`config.mk`:
```
export PLATFORM = sky130hd
export DESIGN_NAME = cube_edge_sequencer_flat
export DESIGN_NICKNAME = d
export VERILOG_FILES = /design/src/rtl/cube_pkg.sv /design/src/rtl/cube_edge_sequencer_if.sv /design/src/rtl/cube_vertex_regs.sv /design/src/rtl/cube_edge_sequencer.sv /design/src/flat_wrapper.sv
export SDC_FILE = /design/constraint.sdc
export NUM_CORES = 1
export LEC_CHECK = 0
export CAP_MARGIN = 0
export CORE_MARGIN = 1
export CORE_UTILIZATION = 55
export DETAILED_ROUTE_END_ITERATION = 12
export PLACE_DENSITY_LB_ADDON = 0.3
export SYNTH_ARGS = -nofsm -noshare
export SYNTH_HDL_FRONTEND = slang
export SYNTH_SLANG_ARGS = --single-unit
```
`constraint.sdc`:
```
create_clock -name clk_i -period 2.6 [get_ports clk_i]
set_input_delay 0.52 -clock clk_i [delete_from_list [all_inputs] [get_ports clk_i]]
set_output_delay 0.52 -clock clk_i [all_outputs]
set_load 0.005 [all_outputs]
```
`src/rtl/cube_pkg.sv`:
```
// Shared constants, FSM state type and the fixed 12-edge wireframe table for the cube
// edge sequencer.
package cube_pkg;

  localparam int unsigned X_W    = 11;
  localparam int unsigned Y_W    = 10;
  localparam int unsigned N_VERT = 8;
  localparam int unsigned N_EDGE = 12;
  localparam int unsigned VIDX_W = 3;
  localparam int unsigned EIDX_W = 4;

  typedef enum logic [1:0] {
    StIdle,
    StLoad,
    StWait,
    StRelease
  } state_e;

  typedef struct packed {
    logic [VIDX_W-1:0] a;
    logic [VIDX_W-1:0] b;
  } edge_t;

  // Vertex index bit0/1/2 = x/y/z side; edges 0-3 run along x, 4-7 along y, 8-11 along z.
  localparam edge_t EdgeTable [N_EDGE] = '{
    '{3'd0, 3'd1}, '{3'd2, 3'd3}, '{3'd4, 3'd5}, '{3'd6, 3'd7},
    '{3'd0, 3'd2}, '{3'd1, 3'd3}, '{3'd4, 3'd6}, '{3'd5, 3'd7},
    '{3'd0, 3'd4}, '{3'd1, 3'd5}, '{3'd2, 3'd6}, '{3'd3, 3'd7}
  };

  function automatic edge_t edge_of(logic [EIDX_W-1:0] idx);
    edge_t e;
    e = '0;
    if (idx < EIDX_W'(N_EDGE)) begin
      e = EdgeTable[idx];
    end
    return e;
  endfunction

endpackage

```
`src/rtl/cube_edge_sequencer_if.sv`:
```
// Host, vertex-load and drawer handshake bundle of the cube edge sequencer.
// master = sequencer side, slave = host/drawer side.
interface cube_edge_sequencer_if #(
  parameter int unsigned X_W = cube_pkg::X_W,
  parameter int unsigned Y_W = cube_pkg::Y_W
);

  logic                        vert_we;
  logic [cube_pkg::VIDX_W-1:0] vert_addr;
  logic [X_W-1:0]              vert_x;
  logic [Y_W-1:0]              vert_y;
  logic                        go;
  logic                        busy;
  logic                        frame_done;
  logic [cube_pkg::EIDX_W-1:0] edge_idx;
  logic                        line_start;
  logic [X_W-1:0]              line_x0;
  logic [X_W-1:0]              line_x1;
  logic [Y_W-1:0]              line_y0;
  logic [Y_W-1:0]              line_y1;
  logic                        line_done;

  modport master (
    input  vert_we, vert_addr, vert_x, vert_y, go, line_done,
    output busy, frame_done, edge_idx, line_start, line_x0, line_x1, line_y0, line_y1
  );

  modport slave (
    output vert_we, vert_addr, vert_x, vert_y, go, line_done,
    input  busy, frame_done, edge_idx, line_start, line_x0, line_x1, line_y0, line_y1
  );

endinterface

```
`src/rtl/cube_vertex_regs.sv`:
```
// Eight-entry vertex store (x,y per entry) with one gated write port and two
// combinational read ports for the two ends of the current edge.
module cube_vertex_regs #(
  parameter int unsigned X_W = cube_pkg::X_W,
  parameter int unsigned Y_W = cube_pkg::Y_W
) (
  input  logic                        clk_i,
  input  logic                        reset_i,
  input  logic                        we_i,
  input  logic [cube_pkg::VIDX_W-1:0] waddr_i,
  input  logic [X_W-1:0]              wx_i,
  input  logic [Y_W-1:0]              wy_i,
  input  logic [cube_pkg::VIDX_W-1:0] raddr_a_i,
  output logic [X_W-1:0]              rx_a_o,
  output logic [Y_W-1:0]              ry_a_o,
  input  logic [cube_pkg::VIDX_W-1:0] raddr_b_i,
  output logic [X_W-1:0]              rx_b_o,
  output logic [Y_W-1:0]              ry_b_o
);
  import cube_pkg::*;

  logic [X_W+Y_W-1:0] mem_q [N_VERT];

  always_ff @(posedge clk_i) begin
    if (reset_i) begin
      for (int i = 0; i < int'(N_VERT); i++) begin
        mem_q[i] <= '0;
      end
    end else if (we_i) begin
      mem_q[waddr_i] <= {wx_i, wy_i};
    end
  end

  assign {rx_a_o, ry_a_o} = mem_q[raddr_a_i];
  assign {rx_b_o, ry_b_o} = mem_q[raddr_b_i];

endmodule

```
`src/rtl/cube_edge_sequencer.sv`:
```
// Walks the 12 cube edges on each go, handing endpoints to a line drawer via start/done.
// Optional CUBE_SKIP_DEGENERATE_EN: zero-length edges are skipped instead of issued.
module cube_edge_sequencer #(
  parameter int unsigned X_W = cube_pkg::X_W,
  parameter int unsigned Y_W = cube_pkg::Y_W
) (
  input  logic                  clk_i,
  input  logic                  reset_i,
  cube_edge_sequencer_if.master bus
);
  import cube_pkg::*;

  state_e              state_q, state_d;
  logic [EIDX_W-1:0]   edge_q, edge_d;
  logic                busy_q, busy_d;
  logic                frame_done_q, frame_done_d;
  logic                start_q, start_d;
  logic [X_W-1:0]      x0_q, x0_d, x1_q, x1_d;
  logic [Y_W-1:0]      y0_q, y0_d, y1_q, y1_d;

  logic [X_W-1:0]      rx_a, rx_b;
  logic [Y_W-1:0]      ry_a, ry_b;
  edge_t               cur_edge;
  logic                advance;
  logic                last_edge;

  assign cur_edge  = edge_of(edge_q);
  assign last_edge = (edge_q == EIDX_W'(N_EDGE - 1));

  // Writes are frozen while busy so a frame always renders one consistent vertex set.
  cube_vertex_regs #(
    .X_W (X_W),
    .Y_W (Y_W)
  ) u_vertex_regs (
    .clk_i     (clk_i),
    .reset_i   (reset_i),
    .we_i      (bus.vert_we & ~busy_q),
    .waddr_i   (bus.vert_addr),
    .wx_i      (bus.vert_x),
    .wy_i      (bus.vert_y),
    .raddr_a_i (cur_edge.a),
    .rx_a_o    (rx_a),
    .ry_a_o    (ry_a),
    .raddr_b_i (cur_edge.b),
    .rx_b_o    (rx_b),
    .ry_b_o    (ry_b)
  );

  always_comb begin
    state_d      = state_q;
    edge_d       = edge_q;
    busy_d       = busy_q;
    frame_done_d = 1'b0;
    start_d      = start_q;
    x0_d         = x0_q;
    y0_d         = y0_q;
    x1_d         = x1_q;
    y1_d         = y1_q;
    advance      = 1'b0;

    unique case (state_q)
      StIdle: begin
        if (bus.go) begin
          edge_d  = '0;
          busy_d  = 1'b1;
          state_d = StLoad;
        end
      end
      StLoad: begin
        x0_d = rx_a;
        y0_d = ry_a;
        x1_d = rx_b;
        y1_d = ry_b;
`ifdef CUBE_SKIP_DEGENERATE_EN
        if ((rx_a == rx_b) && (ry_a == ry_b)) begin
          advance = 1'b1;
        end else begin
          start_d = 1'b1;
          state_d = StWait;
        end
`else
        start_d = 1'b1;
        state_d = StWait;
`endif
      end
      StWait: begin
        if (bus.line_done) begin
          start_d = 1'b0;
          state_d = StRelease;
        end
      end
      StRelease: begin
        // A drawer may hold done high; only move on once it has dropped.
        if (!bus.line_done) begin
          advance = 1'b1;
        end
      end
      default: state_d = StIdle;
    endcase

    if (advance) begin
      if (last_edge) begin
        busy_d       = 1'b0;
        frame_done_d = 1'b1;
        state_d      = StIdle;
      end else begin
        edge_d  = edge_q + EIDX_W'(1);
        state_d = StLoad;
      end
    end
  end

  always_ff @(posedge clk_i) begin
    if (reset_i) begin
      state_q      <= StIdle;
      edge_q       <= '0;
      busy_q       <= 1'b0;
      frame_done_q <= 1'b0;
      start_q      <= 1'b0;
      x0_q         <= '0;
      y0_q         <= '0;
      x1_q         <= '0;
      y1_q         <= '0;
    end else begin
      state_q      <= state_d;
      edge_q       <= edge_d;
      busy_q       <= busy_d;
      frame_done_q <= frame_done_d;
      start_q      <= start_d;
      x0_q         <= x0_d;
      y0_q         <= y0_d;
      x1_q         <= x1_d;
      y1_q         <= y1_d;
    end
  end

  assign bus.busy       = busy_q;
  assign bus.frame_done = frame_done_q;
  assign bus.edge_idx   = edge_q;
  assign bus.line_start = start_q;
  assign bus.line_x0    = x0_q;
  assign bus.line_y0    = y0_q;
  assign bus.line_x1    = x1_q;
  assign bus.line_y1    = y1_q;

endmodule

```
`src/flat_wrapper.sv`:
```
// flat-port wrapper written by rule: the top's interface ports become plain ports
module cube_edge_sequencer_flat import cube_pkg::*;
#(
  parameter int unsigned X_W = cube_pkg::X_W,
  parameter int unsigned Y_W = cube_pkg::Y_W
)
  (clk_i, reset_i, bus_vert_we, bus_vert_addr, bus_vert_x, bus_vert_y, bus_go, bus_line_done, bus_busy, bus_frame_done, bus_edge_idx, bus_line_start, bus_line_x0, bus_line_x1, bus_line_y0, bus_line_y1);
  cube_edge_sequencer_if #(.X_W(X_W), .Y_W(Y_W)) bus_i ();
  input  logic clk_i;
  input  logic reset_i;
  input wire logic [$bits(bus_i.vert_we)-1:0] bus_vert_we;
  input wire logic [$bits(bus_i.vert_addr)-1:0] bus_vert_addr;
  input wire logic [$bits(bus_i.vert_x)-1:0] bus_vert_x;
  input wire logic [$bits(bus_i.vert_y)-1:0] bus_vert_y;
  input wire logic [$bits(bus_i.go)-1:0] bus_go;
  input wire logic [$bits(bus_i.line_done)-1:0] bus_line_done;
  output wire logic [$bits(bus_i.busy)-1:0] bus_busy;
  output wire logic [$bits(bus_i.frame_done)-1:0] bus_frame_done;
  output wire logic [$bits(bus_i.edge_idx)-1:0] bus_edge_idx;
  output wire logic [$bits(bus_i.line_start)-1:0] bus_line_start;
  output wire logic [$bits(bus_i.line_x0)-1:0] bus_line_x0;
  output wire logic [$bits(bus_i.line_x1)-1:0] bus_line_x1;
  output wire logic [$bits(bus_i.line_y0)-1:0] bus_line_y0;
  output wire logic [$bits(bus_i.line_y1)-1:0] bus_line_y1;
  assign bus_i.vert_we = bus_vert_we;
  assign bus_i.vert_addr = bus_vert_addr;
  assign bus_i.vert_x = bus_vert_x;
  assign bus_i.vert_y = bus_vert_y;
  assign bus_i.go = bus_go;
  assign bus_i.line_done = bus_line_done;
  assign bus_busy = bus_i.busy;
  assign bus_frame_done = bus_i.frame_done;
  assign bus_edge_idx = bus_i.edge_idx;
  assign bus_line_start = bus_i.line_start;
  assign bus_line_x0 = bus_i.line_x0;
  assign bus_line_x1 = bus_i.line_x1;
  assign bus_line_y0 = bus_i.line_y0;
  assign bus_line_y1 = bus_i.line_y1;
  cube_edge_sequencer #(.X_W(X_W), .Y_W(Y_W)) u_core (.clk_i(clk_i), .reset_i(reset_i), .bus(bus_i));
endmodule
```
### After elaboration in Yosys (flattened, before gate mapping)

Memories as Yosys holds them, arrays and structs flattened. A register that Yosys moved wholly into a read port is not among the register bits.
Cells that the tools add are included.

* flip-flop bits (word level): 9
* bits in latches: 0
* memory bits (writable): 168
* memory bits (read-only): 96
* bits of input ports: 29
* output and inout bits: 49
* word-level logic and storage cells: 57
* memories kept: 2

* add/subtract/negate cells: 1
* $mul: 0
* divide/modulo/power cells: 0
* order comparisons: 2
* equal/unequal tests: 7
* shift operators: 0
* muxes and demuxes: 29
* bitwise gates (word level): 4
* reduce and logical (&&, ||, !) cells: 7

Memories
* u_core.u_vertex_regs.mem_q: depth 8, width 21, rd ports 2, clocked after memory_dff 2, write ports 8, line cube_vertex_regs.sv:22 `logic [X_W+Y_W-1:0] mem_q [N_VERT];`
* (name not given): depth 16, width 6, rd ports 1, clocked after memory_dff 0, write ports 0, line cube_pkg.sv:35 `e = EdgeTable[idx];`

Operators with widths (number)
* $mux W21: 1
* $reduce_or A21 Y1: 1
* $mux W6: 3
* $mux W4: 4
* $mux W1: 15
* $mux W2: 3
* $ne A3 B2 Y1 const B: 2
* $pmux W2 S3: 1
* $ge A5 B5 Y1 const B: 1
* $not A4 Y5: 1
* $add A4 B1 Y4 const B: 1
* $eq A2 B2 Y1 const B: 2
* $eq A4 B4 Y1 const B: 1
* $lt A4 B4 Y1 const B: 1
* $reduce_bool A4 Y1: 1
* $mux W3: 1
* $reduce_and A3 Y1: 1
* $eq A2 B1 Y1 const B: 1
* $logic_not A2 Y1: 1
* $ne A2 B2 Y1 const B: 1
* $not A1 Y1: 2
* $pmux W1 S2: 1
* $reduce_and A2 Y1: 1
* $reduce_bool A2 Y1: 1
* other kinds (2): 2

### Logic depth before layout (Yosys ltp)

* depth after elaboration: 7
* mapped depth: 8
* depth with buffers taken out: 6

### Modules after synthesis

A second synthesis with hierarchy kept.

* cells, all modules: 767
* area total of the unflattened synthesis: 11134.4 um^2

By module, submodules not included
* cube_vertex_regs: times used 1, cells each 559, area an instance 9066.2 um^2, seq. area each 5044.8 um^2
* cube_edge_sequencer: times used 1, cells each 208, area an instance 2068.2 um^2, seq. area each 1021.0 um^2

### Worst setup path before layout

OpenSTA, ideal clock, no wires.

* kind: input to register
* from: in reset_i
* to: mem u_core.u_vertex_regs.mem_q[0][0] (netlist bit), enable pin
* library setup time: 0.349 ns
* arrival: 1.553 ns
* data required time: 2.251 ns
* slack: 0.698 ns
* cell stages on the path: 5
* path buffers: 1
* path through: clkbuf_1 > nor2_1 > nand3b_1 > nor3_1 > or2_2

RTL lines
* start: declaration: line flat_wrapper.sv:10 `input logic reset_i;`
* end: declaration: line cube_vertex_regs.sv:22

### Final worst setup path

* from: reg u_core.edge_q[2], in the netlist u_core.bus.edge_idx[2]
* to: out bus_edge_idx[2]

RTL lines
* start: declaration: line cube_edge_sequencer.sv:14 `logic [EIDX_W-1:0] edge_q, edge_d;`
* start signal: assignment: line cube_edge_sequencer.sv:126 `edge_q <= edge_d;`
* end: declaration: line flat_wrapper.sv:19 `output wire logic [$bits(bus_i.edge_idx)-1:0] bus_edge_idx;`

No word-level cell between the ends.

==> metrics.csv <==
metric,value,unit
drc violations,0,
synthesized area per cell,10.2,um^2
initial antenna violation count,0,
fin. max-slew vios,0,
Synth Cell Area,0.0118,mm^2
TritonCTS buffer count,23,
number of flops mapped to enable cells by yosys,168,
Routed Antenna Nets,0,
via count,10133,
Post-Place Setup Slack,284,ps
CP Data Required Time,2080,ps
GR Util All Layers,0.346,
CTS tree,built,
post-synth top area cell,edfxtp_1,
Nets,1243,
"commonest non-fill, non-tap cell in the layout",and2_1,
Synth Net Count,1195,
CP Launch Type,flop,
post-DR wirelength/cell,25.1,um
r2r startpoint,u_core.bus.edge_idx[3],
Power Density,668,mW/mm^2
M2 GR Usage,0.546,
largest net degree at the start of global routing,62,
status,finished clean,
fraction of registers with async set/reset,0,
DP Area,0.0129,mm^2
die footprint,0.0221,mm^2
clock sinks,219,
crit path DAT,1970,ps
peak supply drop,0.000603,V
top_reg_cell synth,edfxtp_1,
RSZ-0062 raised after global routing,false,
core area,0.0211,mm^2
Rows,53,
Fin. Hold Viols,0,
Area growth syn-to-layout,15.6,%
Layout Skew,28.2,ps
Placer Congestion,0.876,
Critical R2R Capture,u_core.bus.line_y1[5],
first-pass GRT wire length,57.4,mm
Starting Density,0.561,
total grt overflow,0,
Max Root-Sink Buffers,3,
final worst setup slack,109,ps
"Seq/Total Area, Yosys",0.513,
"flops & latches, synth",219,
Die Y,149,um
distinct cell type count of the synthesized netlist,50,
CTS Root Cell,clkbuf_16,
max cap viols,0,
critical path peak fanout,34,
Pre-Repair DR Iteration Count,6,
area share of the largest cell type after synthesis,0.426,
Vias/cell,6.76,
period utilisation layout,0.958,
M3 GR Usage,0.0702,
H-tree levels,1,
Slew headroom,0.111,
Mapped Cells,1160,
Ys Warns,0,
Hold Crit Class,flop to flop,
drt total wl,37.6,mm
R2R cell count,4,
HPWL after DPL,23.3,mm
number of global-route vias before repair,10005,
flop2flop setup slack,420,ps
synth top area cells,"edfxtp_1, and2_1, dfxtp_1",
Die X,149,um
most used routing layer,met2,
I/O Pins,78,
Post-CTS Setup Bufs,0,
fraction of final layout cells sized beyond drive strength 1,0.0890,
WS Path Type,flop to output port,
most frequent cells in the layout,"and2_1, edfxtp_1, nor2_1",
diodes inserted,0,
final setup TNS,0,ps
actual slew at the worst max-slew pin,1330,ps
Critical Path Source,u_core.bus.edge_idx[2],
Pleak,4.82,nW
CP endpoint,bus_edge_idx[2],
initial DRC count,1336,
routing usage on met1,0.459,
clk slew on worst S/H paths,60,ps
# setup viols final,0,
Max Clock Freq,0.401,GHz
design area,0.0137,mm^2
min Tclk post-route,2490,ps
Setup crit end kind,output port,
Clock Latency Late Sink,530,ps
Port Buffers,77,
-- metrics by stage --
step           utilization  cells  power (mW)  hold slack [ps]
2_1_floorplan            -   1160        5.14              469
3_3_place_gp         0.614   1458        5.95              474
3_5_place_dp         0.614   1458        5.98              468
4_1_cts              0.648   1500        9.13              482
5_1_grt              0.649   1500        9.43              507
6_report             0.649   1500        9.13              482
-- synth_stat cells, types with 3 or more instances --
cell       number
nor2_1         88
nor4_1         13
o311ai_1        3
nand3b_1        5
or2_2           9
and3_1         21
edfxtp_1      168
nor3_1          3
o311a_1         8
o221ai_1        8
o211a_1         7
clkbuf_1       76
a31oi_1        27
nor2b_1         4
o32ai_1        21
a221o_1        23
buf_6           6
mux2i_1        29
o22ai_1         9
nand2b_1        9
nand2_1        70
a221oi_1       42
a21oi_1        48
buf_2          31
o311ai_0       24
a2111oi_0      22
ha_1            6
and2_1        189
a211oi_1        5
o21a_1          8
o21ai_1         4
o21ai_0        58
o22a_1         20
inv_1          25
dfxtp_1        51
-- metal layers --
layer / up-vias / wire length, um / share of wire
li1: 4466 / - / -
met1: 4889 / 14600 / 0.39
met2: 650 / 17100 / 0.45
met3: 128 / 4250 / 0.11
met4: 0 / 1700 / 0.045
met5: - / 0 / 0
-- flip-flops by register name, indices dropped and copies added, names as in the netlist --
signal,count
u_core.bus.edge_idx,4
u_core.bus.line_y1,10
u_core.state_q,2
u_core.u_vertex_regs.mem_q,168
u_core.bus.line_x0,11
u_core.bus.frame_done,1
u_core.bus.busy,1
u_core.bus.line_start,1
u_core.bus.line_y0,10
u_core.bus.line_x1,11
-- worst min path at each step --
stage,startpoint,end,slack (ps),depth (start not counted)
global route,u_core.bus.line_x0[5],u_core.bus.line_x0[5],510,2
CTS,u_core.bus.line_y0[2],u_core.bus.line_y0[2],480,2
finish,u_core.bus.line_y0[2],u_core.bus.line_y0[2],480,2
global placement,u_core.bus.line_start,u_core.bus.line_start,470,2
detailed placement,u_core.bus.line_y0[2],u_core.bus.line_y0[2],470,2
floorplan,u_core.bus.line_x0[5],u_core.bus.line_x0[5],470,2
-- layout make-up --
| class | instances | area [um^2] |
|---|---|---|
| tap | 275 | 344 |
| timing repair buffer | 138 | 1280 |
| clock buffer | 35 | 661 |
| sequential | 219 | 6080 |
| multi-input combinational | 799 | 5160 |
| fill | 1655 | 7410 |
| inverter | 27 | 101 |
| clock inverter | 7 | 58.8 |
-- repair_timing --
| action | in CTS | in global routing |
|---|---|---|
| pin swaps | 0 | 0 |
| hold buffers | 0 | 0 |
| endpoints found under the setup margin | 1 | 1 |
| resized for setup | 1 | 1 |
| cloned | 0 | 0 |
-- cell families (layout without fill, tap and decap cells) --
logic type      count (synthesis)  in the layout  share of synthesized area
mux                            29             29                     0.0245
flops                         219            219                      0.513
fa+ha+maj                       6              6                    0.00634
simple gates                  419            419                      0.188
buf+inv                       142            207                     0.0528
compound gates                345            345                      0.215
-- worst max-delay path: stages, from the launching register on --
cell and delay, ps:
dfxtp_4 440, buf_4 410, clkdlybuf4s50_1 590
-- where the power goes --
part           internal [mW]  switching (mW)
Clock                   1.85            1.34
Sequential              4.07           0.215
Combinational          0.752           0.906
Note: power is estimated with default switching activity, not from simulation.
==> patch 1 (config.mk and constraints unchanged) <==
Re-encode `state_e` (4 states) as one-hot, 4 bits wide.
--- a/src/rtl/cube_pkg.sv
+++ b/src/rtl/cube_pkg.sv
@@ -9,11 +9,11 @@
   localparam int unsigned VIDX_W = 3;
   localparam int unsigned EIDX_W = 4;
 
-  typedef enum logic [1:0] {
-    StIdle,
-    StLoad,
-    StWait,
-    StRelease
+  typedef enum logic [3:0] {
+    StIdle    = 4'b0001,
+    StLoad    = 4'b0010,
+    StWait    = 4'b0100,
+    StRelease = 4'b1000
   } state_e;
 
   typedef struct packed {
Formal check against the unedited RTL: same outputs for any inputs over 4 cycles, from zero or initial values and one cycle with reset_i high; so few cycles prove little.
==> patch 1 against the unedited design <==
Maximum frequency is 1.4% higher. Setup slack improved by 0.034 ns. First-iteration DRC count rose by 1.2%. Sequential share of layout area decreased by 1.1 points. Design area grew 3.2%. Routed wire length down 1.6%. Register-to-register slack worse by 0.13 ns. Area after synthesis increased by 2.2%. Final cell count rose by 1.7%. Sequential cell count increased by 2. Critical path type unchanged. Critical endpoint is now bus_edge_idx[3].
Power is not compared: it rests on default switching activity, and its combinational part moved more than twofold at a synthesized area within 25%.
==> patch 1: results (changes against the unedited design) <==
** Status
- Outcome :: finished, final reports clean (unchanged)

** Routing
- Iteration-0 DRC Markers :: 1352 (was 1336)

** Floorplanning
- Die extent in x :: 150 um (was 149 um)

** Cells and area
- The area used by multi-input combinational logic is 0.00548 mm^2 (was 0.00516 mm^2).
- The number of non-clock inverters in the layout was 20 (was 27).
- Final sequential cell count :: 221 (was 219)
- Number of clock-tree buffers in the layout :: 32 (was 35)
- Number of multi-input combinational cells :: 825 (was 799)
- The number of nets at the end of the flow came to 1262 (was 1243).
- The filler cell count came to 1626 (was 1655).
- The share of layout cells above drive strength 1 is 0.121 (was 0.0890).
- Non-clk buf share :: 0.0911 (was 0.0934)
- The sequential portion of the cell area is 0.433 (was 0.444).

** Critical path
- Slowest-stage cell, CP :: dfxtp_2 (was clkdlybuf4s50_1)
- Worst endpoint data arrival time :: 1.94 ns (was 1.97 ns)
- Largest stage delay on the critical path :: 0.78 ns (was 0.59 ns)
- CP Max Fanout :: 28 (was 34)

** Placement
- Post-Place Cell Area :: 0.0133 mm^2 (was 0.0129 mm^2)
- The final weighted congestion in routability-driven placement was 0.976 (was 0.876).
- The estimated wirelength of the detail-placed design came to 25.1 mm (was 23.3 mm).

** GRT
- The met1 track demand over resource in global routing was 0.488 (was 0.459).
- Via count of the first global-routing pass :: 9415 (was 10005)
- Overall global routing resource usage :: 0.335 (was 0.346)

** Synthesis
- The synthesized netlist net count came to 1199 (was 1195).

** Timing
- Worst slew margin relative to its limit :: 0.181 (was 0.111)
- The maximum clock skew at final layout came to 0.0254 ns (was 0.0282 ns).

** CTS
- The number of buffers created by CTS came to 24 (was 23).
patch 1: worst register-to-register path: cells and delay by family (launching register included):
family                 cells  cell delay (ns)
and+or+nand+nor            3             1.20
AOI/OAI and AO/OA          1             0.14
DFF                        1             0.53
buffers and inverters      1             0.33
patch 1: logic make-up (layout without fill, tap and decap cells):
kind of cell / count (synthesis) / count (layout) / share of synthesized area
AND/OR/NAND/NOR: 454 / 454 / 0.205
AO/OA/AOI/OAI: 321 / 321 / 0.205
XOR/XNOR: 3 / 3 / 0.00217
adder cells (fa/ha/maj): 1 / 1 / 0.00103
multiplexers: 46 / 46 / 0.0387
buffers and inverters: 123 / 204 / 0.0435
flip-flops: 221 / 221 / 0.505
patch 1: per-stage QoR:
stage | worst slack [ns] | setup TNS [ns] | std cells | hold slack, ns | utilization
final | 0.142 | 0 | 1525 | 0.451 | 0.663
after global routing | 0.0885 | 0 | 1525 | 0.482 | 0.663
after CTS | 0.0513 | 0 | 1525 | 0.457 | 0.663
after detailed placement | -0.0300 | -0.992 | 1481 | 0.437 | 0.625
after global placement | 0.0987 | 0 | 1481 | 0.444 | 0.625
after floorplan | 0.684 | 0 | 1169 | 0.444 | -
patch 1: path summary, 6_finish.rpt:
| path | startpoint | end | slack [ns] | cells after the start |
|---|---|---|---|---|
| max | u_core.bus.edge_idx[3] | bus_edge_idx[3] | 0.14 | 1 |
| max reg2reg | u_core.state_q[1] | u_core.bus.line_y0[6] | 0.29 | 5 |
| min reg2reg | u_core.bus.line_y1[7] | u_core.bus.line_y1[7] | 0.45 | 2 |
| min | u_core.bus.line_y1[7] | u_core.bus.line_y1[7] | 0.45 | 2 |
==> patch 2 (same flow settings) <==
Made on the original files. The package constant `EIDX_W` goes from 4 to 3.
--- a/src/rtl/cube_pkg.sv
+++ b/src/rtl/cube_pkg.sv
@@ -7,7 +7,7 @@
   localparam int unsigned N_VERT = 8;
   localparam int unsigned N_EDGE = 12;
   localparam int unsigned VIDX_W = 3;
-  localparam int unsigned EIDX_W = 4;
+  localparam int unsigned EIDX_W = 3;
 
   typedef enum logic [1:0] {
     StIdle,
Ports: changed (resized bus_edge_idx); port bits go from 78 to 77. No check against the original RTL was run, so the function may have changed too.
==> patch 2 against the unedited design <==
Area after synthesis decreased by 19%. Core utilization increased by 2.9 points. Sequential power decreased by 1%. Maximum frequency increased by 6.5%. Power decreased by 2.0%. Setup slack improved by 0.15 ns. Via count decreased by 39%. Routed wire length decreased by 42%. Die area decreased by 19%. Count of clock-buffer cells in the layout decreased by 4. Combinational power decreased by 14%. Design area decreased by 17%. Sequential cell count decreased by 1.
==> patch 2: results (changes against the unedited design) <==
** GRT
- First-pass GRT wire length :: 34.2 mm (was 57.4 mm)
- The number of global-route vias before repair is 6060 (was 10005).
- The total track usage was 0.252 (was 0.346).

** Timing
- The slew of the pin with the lowest slew margin came to 0.941 ns (was 1.33 ns).
- Worst clock skew :: 0.0191 ns (was 0.0282 ns)

** Critical path
- Family with the most delay on the worst path :: flip-flops (was buffers and inverters)
- The highest cell delay on the worst timing path is 0.70 ns (was 0.59 ns).
- CP Max Fanout :: 16 (was 34)
- Slowest-stage cell, CP :: dfxtp_1 (was clkdlybuf4s50_1)
- The arrival time of the worst setup path is 1.82 ns (was 1.97 ns).

** Routing
- The DRC marker count from the first detailed-route iteration came to 606 (was 1336).
- The total number of vias is 6163 (was 10133).
- Final routed wire length divided by cell count :: 21.3 um (was 25.1 um)

** Pwr
- The leakage power is 4.11 nW (was 4.82 nW).
- Maximum vdd drop :: 0.633 mV (was 0.603 mV)

** Placement
- The total of buffers placed on input and output ports came to 76 (was 77).
- The minimum setup slack after placement came to 0.206 ns (was 0.284 ns).
- Count of placed standard cells including taps :: 990 (was 1458)
- The instance area after placement is 0.0106 mm^2 (was 0.0129 mm^2).

** Status
- Outcome :: finished, final reports clean (unchanged)

** Cells and area
- The final non-filler cell total is 1031 (was 1500).
- Fraction of layout cells with a size suffix above 1 :: 0.173 (was 0.0890)

** Synthesis
- Most frequent cells after synthesis: and2_1, edfxtp_1, mux2_2 (was and2_1, edfxtp_1, nor2_1).
- Unique masters post-synth :: 35 (was 50)

** CTS
- The clock latency at the later pin of the worst-skew pair is 0.50 ns (was 0.53 ns).
patch 2: changes by cell type after synthesis, moves of 27 or more:
cell      unedited run  this run
clkbuf_1            76        31
mux2_2               0        53
nand2_1             70         3
nor2_1              88        48
a31oi_1             27         0
o21ai_0             58         0
a221oi_1            42         0
a21oi_1             48         4
patch 2: kinds of logic after synthesis:
group                    share of synthesized area
AO/OA/AOI/OAI                               0.0849
AND/OR/NAND/NOR                              0.169
flip-flops                                   0.633
multiplexers                                0.0773
adder cells (fa/ha/maj)                    0.00787
buffers and inverters                       0.0273
patch 2: final timing paths:
kind | from | endpoint | slack (ns) | cells after the start
hold / removal | u_core.bus.line_y1[8] | u_core.bus.line_y1[8] | 0.48 | 2
setup reg to reg | u_core.bus.edge_idx[2] | u_core.bus.line_x0[8] | 0.43 | 3
hold reg to reg | u_core.bus.line_y1[8] | u_core.bus.line_y1[8] | 0.48 | 2
setup / recovery | u_core.bus.edge_idx[2] | bus_edge_idx[2] | 0.26 | 1
patch 2: cell type report:
class / count / area [um^2]
timing repair buffer: 107 / 1010
tap: 220 / 275
sequential: 218 / 6050
multi-input combinational: 441 / 3240
inverter: 4 / 15.0
clock inverter: 10 / 105
fill: 1143 / 5400
clock buffer: 31 / 666
patch 2: report_power, final:
group	switching [mW]	internal, mW
Combinational	0.696	0.731
Clock	1.30	1.99
Sequential	0.166	4.07
Total	2.16	6.79
patch 2: stage by stage:
| step | hold WS [ns] | utilization | total power [mW] |
|---|---|---|---|
| after floorplan | 0.469 | - | 5.04 |
| after global placement | 0.470 | 0.632 | 5.66 |
| after detailed placement | 0.476 | 0.632 | 5.73 |
| after CTS | 0.490 | 0.678 | 9.00 |
| after global routing | 0.499 | 0.678 | 9.29 |
| final | 0.485 | 0.678 | 8.95 |
patch 2: routing by layer:
metal | global-route usage | vias up | part of all wire
met5 | 0 | - | 0
met4 | 0.0505 | 0 | 0.012
met3 | 0.0365 | 20 | 0.081
met2 | 0.416 | 282 | 0.48
met1 | 0.355 | 3065 | 0.42
li1 | - | 2796 | -
